$ cat config.mk
export PLATFORM = sky130hd
export DESIGN_NAME = id_imm_stage
export DESIGN_NICKNAME = d
export VERILOG_FILES = /design/src/rtl/id_imm_stage.sv
export SDC_FILE = /design/constraint.sdc
export NUM_CORES = 1
export LEC_CHECK = 0
export ABC_AREA = 1
export CORE_MARGIN = 4
export CORE_UTILIZATION = 38
export DETAILED_ROUTE_END_ITERATION = 16
export GPL_ROUTABILITY_DRIVEN = 0
export GPL_TIMING_DRIVEN = 0
export PLACE_DENSITY = 0.66
export SKIP_LAST_GASP = 1
export SYNTH_ARGS = -nofsm -noshare
export SYNTH_HDL_FRONTEND = slang
export SYNTH_SLANG_ARGS = --single-unit
export TNS_END_PERCENT = 5
$ cat constraint.sdc
create_clock -name clk -period 5.9 [get_ports clk]
set_input_delay 1.77 -clock clk [delete_from_list [all_inputs] [get_ports clk]]
set_output_delay 1.77 -clock clk [all_outputs]
set_load 0.03 [all_outputs]
$ cat src/rtl/id_imm_stage.sv
// Decode/buffer stage: small FIFO of fetched instructions feeding the immediate extender.
// Optional macro SHAMT_IMM_EN routes sll/srl/sra shift amounts onto the immediate path.
module id_imm_stage #(
  parameter int DEPTH = 2
) (
  input  logic        clk,
  input  logic        rst_n,
  input  logic        flush,
  input  logic        in_valid,
  output logic        in_ready,
  input  logic [31:0] in_inst,
  input  logic [31:0] in_pc,
  output logic        out_valid,
  input  logic        out_ready,
  output logic [31:0] out_pc,
  output logic [5:0]  out_opcode,
  output logic [4:0]  out_rs,
  output logic [4:0]  out_rt,
  output logic [4:0]  out_rd,
  output logic [5:0]  out_funct,
  output logic [15:0] out_imm16,
  output logic        out_ext_sel,
  output logic        out_shamt_sel
);

  localparam int PTR_W = $clog2(DEPTH);
  localparam int CNT_W = PTR_W + 1;
  localparam logic [CNT_W-1:0] FULL = CNT_W'(DEPTH);

  logic [31:0]      inst_q [DEPTH];
  logic [31:0]      pc_q   [DEPTH];
  logic [PTR_W-1:0] wr_ptr;
  logic [PTR_W-1:0] rd_ptr;
  logic [CNT_W-1:0] count;
  logic             push;
  logic             pop;
  logic [31:0]      head_inst;
  logic             sign_ext;

  // in_ready depends only on registered count, so no path from out_ready
  assign in_ready  = (count != FULL);
  assign out_valid = (count != '0);
  assign push      = in_valid & in_ready;
  assign pop       = out_valid & out_ready;

  always_ff @(posedge clk) begin
    if (!rst_n) begin
      wr_ptr <= '0;
      rd_ptr <= '0;
      count  <= '0;
      for (int i = 0; i < DEPTH; i++) begin
        inst_q[i] <= '0;
        pc_q[i]   <= '0;
      end
    end else if (flush) begin
      wr_ptr <= '0;
      rd_ptr <= '0;
      count  <= '0;
    end else begin
      if (push) begin
        inst_q[wr_ptr] <= in_inst;
        pc_q[wr_ptr]   <= in_pc;
        wr_ptr         <= wr_ptr + 1'b1;
      end
      if (pop) begin
        rd_ptr <= rd_ptr + 1'b1;
      end
      case ({push, pop})
        2'b10:   count <= count + 1'b1;
        2'b01:   count <= count - 1'b1;
        default: count <= count;
      endcase
    end
  end

  assign head_inst  = inst_q[rd_ptr];
  assign out_pc     = pc_q[rd_ptr];
  assign out_opcode = head_inst[31:26];
  assign out_rs     = head_inst[25:21];
  assign out_rt     = head_inst[20:16];
  assign out_rd     = head_inst[15:11];
  assign out_funct  = head_inst[5:0];

  // Branches, arithmetic immediates and loads/stores take a signed offset
  always_comb begin
    sign_ext = 1'b0;
    case (head_inst[31:26])
      6'h04, 6'h05, 6'h08, 6'h09, 6'h0A, 6'h0B,
      6'h20, 6'h21, 6'h23, 6'h24, 6'h25,
      6'h28, 6'h29, 6'h2B: sign_ext = 1'b1;
      default:             sign_ext = 1'b0;
    endcase
  end

`ifdef SHAMT_IMM_EN
  logic is_shift;

  assign is_shift = (head_inst[31:26] == 6'h00) &&
                    ((head_inst[5:0] == 6'h00) || (head_inst[5:0] == 6'h02) ||
                     (head_inst[5:0] == 6'h03));

  // The cleared head after reset decodes as sll; only flag shifts that are really present
  assign out_shamt_sel = is_shift & out_valid;
  assign out_imm16     = is_shift ? {11'b0, head_inst[10:6]} : head_inst[15:0];
  assign out_ext_sel   = sign_ext & ~is_shift;
`else
  assign out_shamt_sel = 1'b0;
  assign out_imm16     = head_inst[15:0];
  assign out_ext_sel   = sign_ext;
`endif

endmodule

==> results.sh <==
export IMPL_tightestPinTransition_ns=0.9314
export IMPL_end_kind="primary output"
export IMPL_critical_path_arrival_ns=2.44
export IMPL_rsz0062_at_grt="no"
export IMPL_drc=0
export IMPL_power_leakage_uw=0.003683
export IMPL_die_x_um=133.7
export IMPL_worstPathCellList="inv_1, buf_2, buf_1, nand2_1, nand2_1, buf_4, clkdlybuf4s50_1"
export IMPL_status="completed"
export IMPL_antenna_cells=0
export IMPL_crit_family="buffers and inverters"
export IMPL_maxCapViolCount=0
export IMPL_firstDrtPassIters=4
export IMPL_cp_slowest_cell="clkdlybuf4s50_1"
export IMPL_vias_per_cell=4.364
export IMPL_seqPwrFrac_pct=46.1
export IMPL_ff2ff_setup_slack_ns=3.70
export IMPL_synthCells=618
export IMPL_htreeDepth=4
export IMPL_final_period_utilization_pct=71.42
export IMPL_min_period_ns=4.214
export IMPL_path_common_cell="nand2_1"
export IMPL_power_share_combinational_pct=14.1
export IMPL_vdd_drop_max_uv=175.4
export IMPL_seq_area_frac_synth_pct=65.68
export IMPL_syn_area_per_cell_um2=9.716
export IMPL_root_buffer="clkbuf_16"
export IMPL_wl_um=13780
export IMPL_grt_pass1_wl_um=21800
export IMPL_final_common_cell="nand2_1"
export IMPL_grt_pass1_vias=4390
export IMPL_power_total_uw=2380
export IMPL_ys_types=20
export IMPL_wl_per_cell_um=13.69
export IMPL_fmax_mhz=237.3
export IMPL_final_cell_count_no_fill=1007
export IMPL_intPower_uw=1796
export IMPL_final_cell_mix="nand2_1, clkdlybuf4s50_1, edfxtp_1"
export IMPL_reg2regPathDepth=6
export IMPL_detail_route_antenna_nets=0
export IMPL_max_stage_delay_ns=0.65
export IMPL_postCtsSetupBuffers=0
export IMPL_post_route_cells_drive_above_1_share_pct=11.18
export IMPL_nets=853
export IMPL_slew_viol_final=0
export IMPL_place_inst=975
export IMPL_cts_resized=0
export IMPL_synth_area_mm2=0.006005
export IMPL_dieArea_mm2=0.01788
export IMPL_cts_buffers=17
export IMPL_num_vias=4395
export IMPL_track_usage_pct=15.88
export IMPL_r2r_start="count[0]$_SDFFE_PP0P_"
export IMPL_initial_core_util_pct=39.21
export IMPL_nFillCells=1417
export IMPL_cts_tree="built"
export IMPL_tns_ns=0
export IMPL_clock_power_share_pct=39.7
export IMPL_crit_end="out_rd[3]"
export IMPL_ys_seq_elements=133
export IMPL_fp_coreArea_mm2=0.01531
export IMPL_die_h_um=133.7
export IMPL_crit_fanout=10
export IMPL_clock_skew_ns=0.004360
export IMPL_portBuffers=146
export IMPL_hp_class="reg2reg"
export IMPL_critPathLaunchType="flip-flop"
export IMPL_relSlewSlack_pct=37.85
export IMPL_swShare_pct=24.55
export IMPL_syn_to_final_growth_pct=37.74
export IMPL_crit_cells=7
export IMPL_drt_initial_drc_count=238
export IMPL_final_hold_viol_count=0
export IMPL_clk_latency_ns=0.42
export IMPL_path_clk_slew_ns=0.05
export IMPL_hold_buffers=0
export IMPL_rr_endpoint="inst_q[1][10]$_SDFFCE_PN0P_"
export IMPL_seqCellArea_mm2=0.003944
export IMPL_ioPinCount=148
export IMPL_path_class="reg2out"
export IMPL_p_sw_uw=584.5
export IMPL_syn_num_nets=688
export IMPL_num_rows=45
export IMPL_cts_buffer_depth=2
export IMPL_power_density_mw_per_mm2=287.8
export IMPL_hpwl_um=9493
export IMPL_ys_warn_count=0
export IMPL_grt_max_degree=65
export IMPL_antenna_found_initial=0
export IMPL_clkSinkCount=133
export IMPL_multi_input_area_mm2=0.001470
export IMPL_critical_path_required_ns=4.13
export IMPL_setup_viol=0
export IMPL_critical_path_buf_inv_count=5
export IMPL_gr_total_overflow=0
[layer usage]
metal,track usage [%],wire length (um),vias to the layer above,share of wire (%)
met5,0,0,-,0
met2,27.79,6952,121,50
li1,-,-,2220,-
met3,5.627,820,15,6.0
met1,18.49,5859,2039,43
met4,4.286,148,0,1.1
[cell usage after synthesis]
master | instances | area, um2
edfxtp_1 | 128 | 3844
nand2_1 | 209 | 784.5
conb_1 | 1 | 3.750
buf_6 | 10 | 112.6
inv_2 | 1 | 3.750
buf_1 | 9 | 33.78
buf_4 | 13 | 97.59
nor2_2 | 31 | 193.9
nand3_1 | 5 | 25.02
nand3b_1 | 1 | 7.510
buf_2 | 4 | 20.02
clkbuf_1 | 4 | 15.01
or2_2 | 1 | 6.260
o21ai_0 | 3 | 15.01
a21oi_1 | 1 | 5.000
inv_1 | 86 | 322.8
nor2_1 | 104 | 390.4
a21boi_2 | 1 | 11.26
ha_1 | 1 | 12.51
dfxtp_1 | 5 | 100.1
[worst min-delay path by stage]
stage	cells past startpoint	slack (ns)	endpoint	start
finish	2	0.48	wr_ptr$_SDFFE_PP0P_	wr_ptr$_SDFFE_PP0P_
global route	2	0.53	wr_ptr$_SDFFE_PP0P_	wr_ptr$_SDFFE_PP0P_
CTS	2	0.49	wr_ptr$_SDFFE_PP0P_	wr_ptr$_SDFFE_PP0P_
detailed placement	2	0.48	wr_ptr$_SDFFE_PP0P_	wr_ptr$_SDFFE_PP0P_
global placement	2	0.46	wr_ptr$_SDFFE_PP0P_	wr_ptr$_SDFFE_PP0P_
floorplan	2	0.45	wr_ptr$_SDFFE_PP0P_	wr_ptr$_SDFFE_PP0P_
[logic make-up after synthesis]
| group | after synthesis | share of synthesized area (%) |
|---|---|---|
| AOI/OAI and AO/OA | 5 | 0.5208 |
| buffers and inverters | 127 | 10.09 |
| DFF | 133 | 65.68 |
| adders and majority gates | 1 | 0.2083 |
| other | 1 | 0.06245 |
| and+or+nand+nor | 351 | 23.44 |
[worst reg2reg max path, stage by stage, from the launching register on]
cell and delay, ns:
dfxtp_1 0.35, inv_2 0.07, a21boi_2 0.17, nand3_1 0.13, buf_4 0.22, buf_6 0.17, nand2_4 0.66
[power by group through the flow]
stage	registers (uW)	logic, uW	clock network, uW
floorplan	1120	183	0
global placement	1120	336	0
detailed placement	1120	341	0
CTS	1100	343	963
global route	1100	362	1010
finish	1100	337	945
[through the flow]
stage | utilization [%] | instance area (um2) | hold slack, ns | worst slack, ns
floorplan | - | 6005 | 0.4516 | 1.726
global placement | 50.47 | 7730 | 0.4649 | 0.1102
detailed placement | 50.57 | 7745 | 0.4788 | 1.531
global route | 54.00 | 8270 | 0.5345 | 1.486
CTS | 54.00 | 8270 | 0.4884 | 1.626
finish | 54.00 | 8270 | 0.4812 | 1.686
[registers in the layout (all words and copies together) (netlist names), named ones only]
register  cells
wr_ptr        1
count         2
inst_q       64
rd_ptr        1
pc_q         64
[layout make-up]
cell class | instances | area share (%)
Inverter | 87 | 3.949
Sequential cell | 133 | 47.69
Buffer | 40 | 3.374
Timing Repair Buffer | 146 | 17.67
Tap cell | 211 | 3.192
Clock inverter | 12 | 1.074
Clock buffer | 20 | 5.280
Multi-Input combinational cell | 358 | 17.78
No activity file was read; power rests on OpenSTA's default activity.
